File: src/rtl/tx_stream_pts.sv
// tx_stream_pts: handshaked parallel-to-serial transmitter with one-deep holding register and optional bit stuffing
module tx_stream_pts #(
    parameter int NUM_BITS  = 8,
    parameter bit SHIFT_MSB = 1,
    parameter bit IDLE_BIT  = 1,
    parameter bit STUFF_EN  = 1,
    parameter int STUFF_LEN = 6
) (
    input  logic                clk,
    input  logic                rst,
    input  logic                shift_enable,
    input  logic [NUM_BITS-1:0] word_in,
    input  logic                word_valid,
    output logic                word_ready,
    output logic                serial_out,
    output logic                busy,
    output logic                word_done,
    output logic                stuff_bit
);
    localparam int BW = $clog2(NUM_BITS);
    localparam int OW = $clog2(STUFF_LEN + 1);
    typedef enum logic [1:0] {IDLE, SHIFT, STUFF} state_t;
    state_t state;
    logic [NUM_BITS-1:0] hold, shifter, shifted;
    logic hold_full, cur_bit, last_bit, stuff_now;
    logic [BW-1:0] bit_cnt;
    logic [OW-1:0] ones_cnt, ones_next;
    always_comb begin
        cur_bit    = SHIFT_MSB ? shifter[NUM_BITS-1] : shifter[0];
        shifted    = SHIFT_MSB ? {shifter[NUM_BITS-2:0], IDLE_BIT} : {IDLE_BIT, shifter[NUM_BITS-1:1]};
        ones_next  = cur_bit ? ones_cnt + 1'b1 : '0;
        last_bit   = bit_cnt == BW'(NUM_BITS - 1);
        stuff_now  = STUFF_EN && ones_next == OW'(STUFF_LEN);
        serial_out = state == SHIFT ? cur_bit : state == STUFF ? 1'b0 : IDLE_BIT;
        word_ready = !hold_full;
        busy       = state != IDLE || hold_full;
        stuff_bit  = state == STUFF;
    end
    always_ff @(posedge clk) begin
        if (rst) begin
            state     <= IDLE;
            hold      <= '0;
            hold_full <= 1'b0;
            shifter   <= {NUM_BITS{IDLE_BIT}};
            bit_cnt   <= '0;
            ones_cnt  <= '0;
            word_done <= 1'b0;
        end else begin
            word_done <= state == SHIFT && shift_enable && last_bit;
            if (word_valid && !hold_full) begin
                hold      <= word_in;
                hold_full <= 1'b1;
            end
            case (state)
                IDLE: begin
                    ones_cnt <= '0;
                    if (hold_full) begin
                        shifter   <= hold;
                        hold_full <= 1'b0;
                        bit_cnt   <= '0;
                        state     <= SHIFT;
                    end
                end
                SHIFT: if (shift_enable) begin
                    shifter  <= shifted;
                    bit_cnt  <= last_bit ? '0 : bit_cnt + 1'b1;
                    ones_cnt <= stuff_now ? '0 : ones_next;
                    if (stuff_now) state <= STUFF;
                    else if (last_bit && hold_full) begin
                        shifter   <= hold;
                        hold_full <= 1'b0;
                    end else if (last_bit) begin
                        ones_cnt <= '0;
                        state    <= IDLE;
                    end
                end
                STUFF: if (shift_enable) begin
                    // bit_cnt wrapped to 0 means the stuff bit followed the word's last data bit
                    if (bit_cnt != '0) state <= SHIFT;
                    else if (hold_full) begin
                        shifter   <= hold;
                        hold_full <= 1'b0;
                        state     <= SHIFT;
                    end else begin
                        ones_cnt <= '0;
                        state    <= IDLE;
                    end
                end
                default: state <= IDLE;
            endcase
        end
    end
endmodule

File: config.mk
export PLATFORM = sky130hd
export DESIGN_NAME = tx_stream_pts
export DESIGN_NICKNAME = d
export VERILOG_FILES = /design/src/rtl/tx_stream_pts.sv
export SDC_FILE = /design/constraint.sdc
export NUM_CORES = 1
export LEC_CHECK = 0
export CAP_MARGIN = 25
export CORE_ASPECT_RATIO = 1.2
export CORE_UTILIZATION = 50
export DETAILED_ROUTE_END_ITERATION = 10
export PLACE_DENSITY = 0.69
export SETUP_SLACK_MARGIN = 0.5
export SLEW_MARGIN = 10
export SYNTH_ARGS = -nofsm -noshare
export SYNTH_HDL_FRONTEND = slang
export SYNTH_SLANG_ARGS = --single-unit
File: constraint.sdc
create_clock -name clk -period 3.1 [get_ports clk]
set_clock_uncertainty 0.05 [all_clocks]
set_input_delay 0.31 -clock clk [delete_from_list [all_inputs] [get_ports clk]]
set_output_delay 0.31 -clock clk [all_outputs]
set_load 0.03 [all_outputs]
Word-level counts from Yosys, hierarchy flattened
Cells that the tools add are included.
Widths: inputs -> output; s select.
{"block": "totals", "regBits": 26, "out_inout_bits": 5}
{"block": "classes", "n_addsub": 2, "eq_ne": 11, "mux": 40, "reduce_logical": 15}
{"cell": "$mux 8", "count": 6}
{"cell": "$mux 3", "count": 12}
{"cell": "$pmux 8 s3", "count": 1}
{"cell": "$mux 2", "count": 6}
{"cell": "$mux 1", "count": 11}
{"cell": "$ne 2x2->1 const B", "count": 5}
{"cell": "$reduce_and 5->1", "count": 2}
{"cell": "$pmux 3 s3", "count": 1}
{"cell": "$add 3x1->3 const B", "count": 2}
{"cell": "$eq 3x3->1 const B", "count": 2}
{"cell": "$ne 3x3->1 const B", "count": 2}
{"cell": "$pmux 2 s3", "count": 1}
{"cell": "$pmux 3 s2", "count": 1}
{"cell": "$reduce_bool 3->1", "count": 2}
{"cell": "$logic_and 1x1->1", "count": 4}
{"cell": "$reduce_and 4->1", "count": 1}
{"cell": "$reduce_bool 2->1", "count": 2}
{"cell": "$pmux 1 s3", "count": 1}
{"cell": "$reduce_and 3->1", "count": 1}
{"cell": "$eq 2x1->1 const B", "count": 1}
{"cell": "$eq 2x2->1 const B", "count": 1}
{"cell": "$logic_not 2->1", "count": 1}
{"cell": "$logic_not 1->1", "count": 1}
{"cell": "$logic_or 1x1->1", "count": 1}

Longest topological paths before layout
Gate-level depths: netlist of run 1.
{"block": "logic_depth", "word_depth": 9, "ltp_mapped": 6}

Least setup slack after synthesis of run 1
Ideal clock, no wire load.
{"block": "synth_timing", "kind": "register -> output", "start": "reg state[0]", "end": "out serial_out", "arrival_ns": 1.268, "t_required_ns": 2.740, "path_slack_ns": 1.472, "stages_incl_launch_ff": 6, "path_buffers": 2, "path_cell_list": "dfxtp_1 buf_4 or2b_1 clkbuf_1 nor2_1 nor2_1"}
{"block": "synth_via", "elab_chain_cells": 3}
{"item": "start, declared", "line_no": "23", "text": "state_t state;"}
{"item": "start signal, assigned", "line_no": "41", "text": "state <= IDLE;"}
{"item": "start signal, assigned", "line_no": "61", "text": "state <= SHIFT;"}
{"item": "start signal, assigned", "line_no": "68", "text": "if (stuff_now) state <= STUFF;"}
{"item": "$eq 2x2->1", "line_no": "34", "text": "serial_out = state == SHIFT ? cur_bit : state == STUFF ? 1'b0 : IDLE_BIT;"}
{"item": "$mux 1", "line_no": "34"}
{"item": "$mux 1 (*)", "line_no": "34"}
{"item": "end, declared", "line_no": "15", "text": "output logic serial_out,"}
Mark *: on every way between the ends. The rest lies on a longest branch, timed or not.

Worst setup path after layout of run 1
Ends and elaborated chain as after synthesis.

==> results of run 1 <==
[cell type report]
class,count,area [um^2]
clock buffer,3,22.5
fill,228,855
timing repair buffer,19,183
tap,31,38.8
sequential,26,520
inverter,6,22.5
multi-input combinational,110,706
clock inverter,1,30.0
[worst reg2reg max path, cell delays in order, from the launching register on]
cell     delay, ns
dfxtp_1       0.38
ha_1          0.32
nand3_1       0.14
o21ai_1       0.50
nand3_1       0.17
a31oi_1       0.18
[cell families (layout without fill, tap and decap cells)]
| group | Yosys count | count (layout) | share of synthesized area |
|---|---|---|---|
| AO/OA/AOI/OAI | 35 | 35 | 0.170 |
| AND/OR/NAND/NOR | 61 | 61 | 0.259 |
| XOR/XNOR | 1 | 1 | 0.00676 |
| buffers and inverters | 16 | 29 | 0.0541 |
| multiplexers | 9 | 9 | 0.0696 |
| adder cells (fa/ha/maj) | 4 | 4 | 0.0386 |
| flip-flops | 26 | 26 | 0.402 |
[metal layers]
layer	part of all wire	vias up
met4	0.013	0
met3	0.041	4
met1	0.44	539
met2	0.51	38
li1	-	571
met5	0	-
[placed cells by master (no fill, tap or decap), types with 2 or more instances in the layout]
| master | n |
|---|---|
| clkbuf_4 | 3 |
| o22a_1 | 3 |
| nor2b_1 | 3 |
| buf_4 | 3 |
| nand2_1 | 8 |
| o21ai_0 | 7 |
| nor3_1 | 8 |
| nand3b_1 | 2 |
| dfxtp_1 | 26 |
| clkdlybuf4s50_1 | 16 |
| o22ai_1 | 2 |
| inv_1 | 6 |
| a21oi_1 | 5 |
| ha_1 | 4 |
| nand3_1 | 7 |
| a31oi_1 | 11 |
| nor2_1 | 17 |
| mux2i_1 | 9 |
| a32oi_1 | 2 |
| nand2b_1 | 3 |
[power by group]
group / switching (mW) / internal (mW) / leakage (nW)
clock: 0.106 / 0.131 / 0.0279
combinational: 0.0817 / 0.0745 / 0.335
sequential: 0.0251 / 0.366 / 0.213
total: 0.213 / 0.572 / 0.576
[flip-flops by register name (all words and copies together), names as in the netlist]
register   flops
hold_full      1
shifter        8
hold           8
word_done      1
state          2
bit_cnt        3
ones_cnt       3
[final timing paths]
kind                              end  depth (start not counted)                startpoint  slack, ns
min          ones_cnt[1]$_SDFFE_PP0P_                          2  ones_cnt[1]$_SDFFE_PP0P_       0.42
max reg2reg   shifter[2]$_SDFFE_PP1P_                          5  ones_cnt[0]$_SDFFE_PP0P_       1.29
max                        serial_out                          4     state[0]$_SDFFE_PP0P_       0.73
min reg2reg  ones_cnt[1]$_SDFFE_PP0P_                          2  ones_cnt[1]$_SDFFE_PP0P_       0.42
[through the flow]
stage | worst slack (ns) | power, mW | area (um^2)
floorplan | 1.47 | 0.507 | 1290
global placement | 1.03 | 0.548 | 1470
detailed placement | 0.993 | 0.553 | 1470
CTS | 0.645 | 0.789 | 1520
global route | 0.596 | 0.825 | 1520
finish | 0.734 | 0.785 | 1520
==> metrics.txt, run 1 <==
outcome=finished, final reports clean; Slew Viols, Final=0; largest area contributor in the netlist=dfxtp_1; per-cell routed wire length=approximately 13 um; Num CTS Buffers=3; CTS tree=built; initial antenna violation count=0; Area Overhead vs Synth=17.6%; share of the cycle needed by the critical path after routing=0.763; total track usage=0.216; grt ovf=0; H-tree level count=1; busiest grt layer=met2; slowest CP cell=clkdlybuf4s50_1; Initial Util=0.545; total negative slack=0 ns; MaxCap Viol Count=0; # rows=19; CP arrival=~2 ns; Hold Violations, Final=0; # diodes=0; CORE AREA=2380 um^2; Chip Height=57.8 um; Post-Synthesis Cell Area=1290 um^2; Hold-fix buffers, CTS=0; Synth Flop Type=dfxtp_1; Synth top cells by count=26 x dfxtp_1, 17 x nor2_1, 11 x a31oi_1; Cell Pwr Density=515 nW/um^2; Vias per Instance=about 5.9; ranking of synthesized cells by area=dfxtp_1 40%, mux2i_1 7.0%, a31oi_1 5.3%; CTS root buffer=clkbuf_4; HP Class=flop to flop; Worst setup SP type=flop; top-count cell post-synth=dfxtp_1; final setup fails=0; syn avg cell area=approximately 8.5 um^2; gpl congestion=0.795; Die ar.=2800 um^2; most frequent CP cell=nor2_1; syn_nets=168; WL final=2.62 mm; chip width=48.5 um; Yosys warnings=0; final critical-path required period=2.37 ns; worst hold slack=0.420 ns; register area share after synthesis=0.402; first-pass GRT wire length=4.67 mm; met1 usage in global routing=0.245; clk_lat worst skew=0.33 ns; worst path required time=2.74 ns; fin cells=approximately 200; area share of the largest cell type after synthesis=0.402; P_leak=0.576 nW; Max stage delay on crit path=about 0.58 ns; final cell utilization of the core=0.641; Sink Count=26; Final ANT Viol Nets=0; GR Util met2=0.414; type of the worst setup path=flop to output pin; Layout Nets=approximately 180; dpl hpwl=1.90 mm; largest net degree at the start of global routing=20; #FFs+latches synth=26; clock buffer depth=2; Post-synth EDFFs=0; distinct cell type count after synthesis=40; crit path cell chain=or2b_2 > nor2_1 > nor2_1 > clkdlybuf4s50_1; CP Capture Type=output pin; Iter 0 DRT Violations=47; Worst VDD drop=338 uV; Post-CTS Repair Setup Buffers=0; layout cells sized above 1=0.0727; clk slew on worst S/H paths=0.15 ns; Synth Instances=~150; Port Buffer Count=16; critical path's top delay family=simple AND/OR/NAND/NOR gates; post-synthesis async set-or-reset flop share=0; met3 GRT Util=0.0315; RSZ-0062 raised after global routing=no; Achievable Freq=~420 MHz; number of global-route vias before repair=1059; TritonRoute pass-1 iters=4; vias post-DR=1152; Post-CTS Resized=0; number of remaining DRC errors=0; I/O Pins=17; Crit path buffers/inverters=1; Worst Tran Pin Value=0.702 ns; Inst Count DP=192; slew margin rel.=0.531; crit-path max FO=11
Power figures use the tool's default switching activity.
==> run 2, diff against run 1 <==
- CORE_UTILIZATION: 50 -> 48
- PLACE_DENSITY: 0.69 -> 0.7
- clock period: 3.1 -> 2 ns (I/O delays scaled with it)
==> run 2 against run 1 <==
Net effect: sequential power increased by 56%; count of clock-buffer cells in the layout did not move; final cell count is 4.6% higher; first-iteration DRC count down 32%; critical path type is now flop to flop; register-to-register slack worse by 0.85 ns; critical path depth is the same; sequential share of layout area down 2.2 points; total power up 41%; global-route usage decreased by 0.38 points; setup slack lost 0.30 ns; clock power shrank 8%.
==> metrics.txt, run 2 (synthesis gave the netlist of run 1 again) <==
Die ar.=2910 um^2; Final ANT Viol Nets=0; share of the cycle needed by the critical path after routing=0.781; Worst VDD drop=447 uV; crit-path max FO=11; commonest non-fill, non-tap cell in the layout=dfxtp_1; I/O Pins=17; slew margin rel.=0.768; Chip Height=58.9 um; total negative slack=0 ns; Sink Count=26; HP Class=input port to flop; clk slew on worst S/H paths=0.14 ns; Worst Tran Pin Value=approximately 0.34 ns; initial antenna violation count=0; clock buffer depth=2; CORE AREA=2550 um^2; busiest grt layer=met2; Reg area=538 um^2; most frequent cells in the layout=20 x dfxtp_1, 15 x nor2_1, 11 x clkdlybuf4s50_1; Num CTS Buffers=3; Slew Viols, Final=0; CTS tree=built; gpl congestion=~0.83; Vias per Instance=5.86; Cell Pwr Density=657 nW/um^2; filler cell count in the final layout=225; # diodes=0; grt ovf=0; Worst setup SP type=flop; Tot Pwr=1.11 mW; dpl hpwl=2.00 mm; Area Overhead vs Synth=30.0%; H-tree level count=1; chip width=49.4 um; GR Util met2=0.387; layout cells sized above 1=0.262; met1 usage in global routing=0.250; final critical-path required period=~1.6 ns; MaxCap Viol Count=0; P_leak=0.623 nW; number of remaining DRC errors=0; TritonRoute pass-1 iters=4; Crit path buffers/inverters=1; largest net degree at the start of global routing=14; WL final=between 2 and 3 mm; worst path required time=roughly 2.2 ns; Layout Nets=190; multi-input logic area=828 um^2; type of the worst setup path=flop to flop; CTS root buffer=clkbuf_4; met3 GRT Util=0.0336; first-pass GRT wire length=between 4 and 5 mm; crit path cell chain=or2b_1 > buf_4 > or4_1 > a21oi_2; CP Capture Type=flop; CP arrival=~1.8 ns; Iter 0 DRT Violations=32; Max stage delay on crit path=0.49 ns; Initial Util=0.507; slowest CP cell=or4_1; clk_lat worst skew=0.32 ns; per-cell routed wire length=13.9 um; Hold Violations, Final=0; Achievable Freq=640 MHz; critical path's top delay family=simple AND/OR/NAND/NOR gates; number of global-route vias before repair=1079; # rows=20; final setup fails=0; total track usage=0.213; Largest regs=hold (8), shifter (8); outcome=finished, final reports clean; vias post-DR=approximately 1200; Port Buffer Count=16; Hold-fix buffers, CTS=0; RSZ-0062 raised after global routing=yes
-- run 2: routing by layer --
| metal | vias up | routed length (um) |
|---|---|---|
| met1 | 579 | 1230 |
| met4 | 0 | 38 |
| met2 | 32 | 1460 |
| met3 | 4 | 113 |
| li1 | 587 | - |
| met5 | - | 0 |
-- run 2: path summary, 6_finish.rpt --
check | start | slack, ns | depth (start not counted) | to
hold reg to reg | bit_cnt[0]$_SDFFE_PP0P_ | 0.45 | 2 | bit_cnt[0]$_SDFFE_PP0P_
setup reg to reg | state[1]$_SDFFE_PP0P_ | 0.44 | 4 | bit_cnt[0]$_SDFFE_PP0P_
hold / removal | word_in[1] | 0.42 | 3 | hold[1]$_SDFFE_PP0P_
setup / recovery | state[1]$_SDFFE_PP0P_ | 0.44 | 4 | bit_cnt[0]$_SDFFE_PP0P_
-- run 2: what timing repair did --
item | CTS | global route
setup buffers | 2 | 2
gates cloned | 0 | 0
gates resized for setup | 30 | 23
endpoints found under the hold margin | 0 | 0
setup endpoints to repair | 19 | 15
pin swaps | 2 | 16
-- run 2: worst register-to-register path: stages (launching register included) --
cell and delay, ns:
dfxtp_4 0.41, or2b_1 0.26, buf_4 0.18, or4_1 0.49, a21oi_2 0.13
-- run 2: where the power goes --
group          total [mW]  switching (mW)  internal, mW
combinational       0.279           0.143         0.136
sequential          0.609          0.0418         0.567
clock               0.219           0.148        0.0704
total                1.11           0.333         0.774
-- run 2: final cells by class --
type	count	share of cell area
clock buffers	3	0.0134
inverters	6	0.0134
multi-input cells	110	0.492
flip-flops and latches	26	0.319
well taps	33	0.0245
repair buffers	27	0.137
-- run 2: metrics by stage --
stage | instance area [um^2] | setup slack, ns | util | hold WS [ns] | std cells
floorplan | 1300 | 0.521 | - | 0.297 | 152
global placement | 1500 | 0.268 | 0.589 | 0.398 | 198
detailed placement | 1500 | 0.210 | 0.589 | 0.424 | 198
CTS | 1610 | 0.263 | 0.629 | 0.415 | 203
global route | 1680 | 0.372 | 0.660 | 0.434 | 205
finish | 1680 | 0.438 | 0.660 | 0.424 | 205
==> run 3, diff against run 2 <==
- CORE_UTILIZATION: 48 -> 50
- PLACE_DENSITY: 0.7 -> 0.69
- clock period: 2 -> 1.59 ns (I/O delays scaled with it)
==> run 3 against run 2 <==
Net effect: the flow now finishes with violations (negative setup slack); non-clock buffer count grew 21; highest routed layer unchanged; worst hold slack worse by 0.054 ns; combinational power grew 100%; via count increased by 20%; critical path type is now flop to output pin; total power rose by 65%; setup slack lost 0.59 ns; count of clock-buffer cells in the layout unchanged; register-to-register slack got worse by 0.53 ns; global-route usage up 5.1 points; critical endpoint is now serial_out; sequential cell count did not move.
==> metrics.txt, run 3 (synthesis gave the netlist of run 1 again) <==
Hold Violations, Final=0; CTS root buffer=clkbuf_4; most frequent cells in the layout=19 x dfxtp_1, 18 x buf_6, 17 x buf_4; final critical-path required period=1.74 ns; violated checks=negative setup slack; filler cell count in the final layout=just over 90; CORE AREA=approximately 2400 um^2; gpl congestion=0.826; largest net degree at the start of global routing=16; hold_sp=word_valid; CP Capture Type=output pin; worst hold path depth=3; type of the worst setup path=flop to output pin; first-pass GRT wire length=5.73 mm; Max stage delay on crit path=0.36 ns; crit path cell chain=buf_6 > or2b_1 > buf_12 > nor2_4 > nor2_4 > buf_6; worst path required time=1.38 ns; total track usage=0.263; WL final=between 4 and 5 mm; Area Overhead vs Synth=65.8%; Initial Util=0.545; Worst Tran Pin Value=0.324 ns; # diodes=0; number of global-route vias before repair=1272; Num CTS Buffers=3; Critical R2R Capture=shifter[6]$_SDFFE_PP1P_; multi-input logic area=about 1000 um^2; fin cells=225; Min-Delay Endpoint=hold_full$_SDFF_PP0_; FF-to-FF Start=state[1]$_SDFFE_PP0P_; Largest regs=hold (8), shifter (8); TritonRoute pass-1 iters=5; slowest CP cell=dfxtp_2; grt ovf=0; Vias per Instance=6.39; crit-path max FO=2; Final ANT Viol Nets=0; HP Class=input port to flop; Inst Count DP=just over 200; FF-to-FF path depth=6; Achievable Freq=574 MHz; MaxCap Viol Count=0; dpl hpwl=around 2.2 mm; Sink Count=26; commonest non-fill, non-tap cell in the layout=dfxtp_1; I/O Pins=17; Crit path buffers/inverters=3; Worst setup SP type=flop; Cell Pwr Density=848 nW/um^2; Reg area=roughly 540 um^2; reg-to-reg slack, setup=-0.09 ns; # rows=19; Worst VDD drop=784 uV; per-cell routed wire length=21.0 um; final setup fails=8; layout cells sized above 1=0.479; CP arrival=around 1.5 ns; chip width=48.5 um; Die ar.=about 2800 um^2; clock buffer depth=2; RSZ-0062 raised after global routing=yes; worst hold slack=between 0.3 and 0.4 ns; CTS tree=built; clk slew on worst S/H paths=approximately 0.16 ns; Port Buffer Count=16; critical path's top delay family=simple AND/OR/NAND/NOR gates; share of the cycle needed by the critical path after routing=1.10; initial antenna violation count=0; Chip Height=57.8 um; number of remaining DRC errors=0; slew margin rel.=0.784; Final WS setup=-0.152 ns; P_leak=0.797 nW; outcome=finished, violations left; Iter 0 DRT Violations=91; H-tree level count=1; Slew Viols, Final=0; clk_lat worst skew=0.33 ns; Layout Nets=211; vias post-DR=1437
[run 3: worst max path at each step]
stage,to,cells past startpoint,from,slack (ns)
6_report,serial_out,6,state[1]$_SDFFE_PP0P_,-0.15
5_1_grt,serial_out,6,state[1]$_SDFFE_PP0P_,-0.16
4_1_cts,serial_out,6,state[1]$_SDFFE_PP0P_,-0.07
3_5_place_dp,shifter[2]$_SDFFE_PP1P_,6,shift_enable,-0.19
3_3_place_gp,shifter[5]$_SDFFE_PP1P_,6,shift_enable,-0.15
2_1_floorplan,bit_cnt[0]$_SDFFE_PP0P_,5,state[0]$_SDFFE_PP0P_,0.19
[run 3: layer usage]
metal,wire (um),global-route usage,up-vias
met5,0,0,-
met4,222,0.130,0
met3,324,0.0367,29
met2,2380,0.475,89
met1,1810,0.308,688
li1,-,-,631
[run 3: cell type report]
class / count / area share
timing repair buffer: 48 / 0.218
sequential: 26 / 0.252
tap: 31 / 0.0181
clock inverter: 1 / 0.0140
inverter: 6 / 0.0140
clock buffer: 3 / 0.0105
multi-input combinational: 110 / 0.473
[run 3: tightest hold or removal path, stage by stage]
cell and delay, ns:
clkdlybuf4s50_1 0.42, nor2_1 0.09, nor3_1 0.06
[run 3: what timing repair did]
| item | in CTS | in global routing |
|---|---|---|
| hold buffers | 0 | 0 |
| gates resized for setup | 64 | 37 |
| setup endpoints to repair | 31 | 31 |
| pin swaps | 18 | 21 |
| setup buffers | 12 | 7 |
[run 3: per-stage QoR]
step	instance area, um^2	TNS (ns)	util	power (mW)	setup slack, ns
6_report	2150	-0.372	0.903	1.82	-0.152
3_3_place_gp	1630	-1.21	0.686	1.13	-0.147
5_1_grt	2150	-0.797	0.903	1.87	-0.163
4_1_cts	1920	-0.0735	0.807	1.67	-0.0735
2_1_floorplan	1400	0	-	1.02	0.191
3_5_place_dp	1630	-1.76	0.686	1.15	-0.195
[run 3: report_power, final]
part | leakage [nW] | total (mW) | switching, mW | internal (mW)
combinational | 0.551 | 0.566 | 0.282 | 0.284
clock | 0.0279 | 0.474 | 0.219 | 0.255
sequential | 0.218 | 0.781 | 0.0680 | 0.713
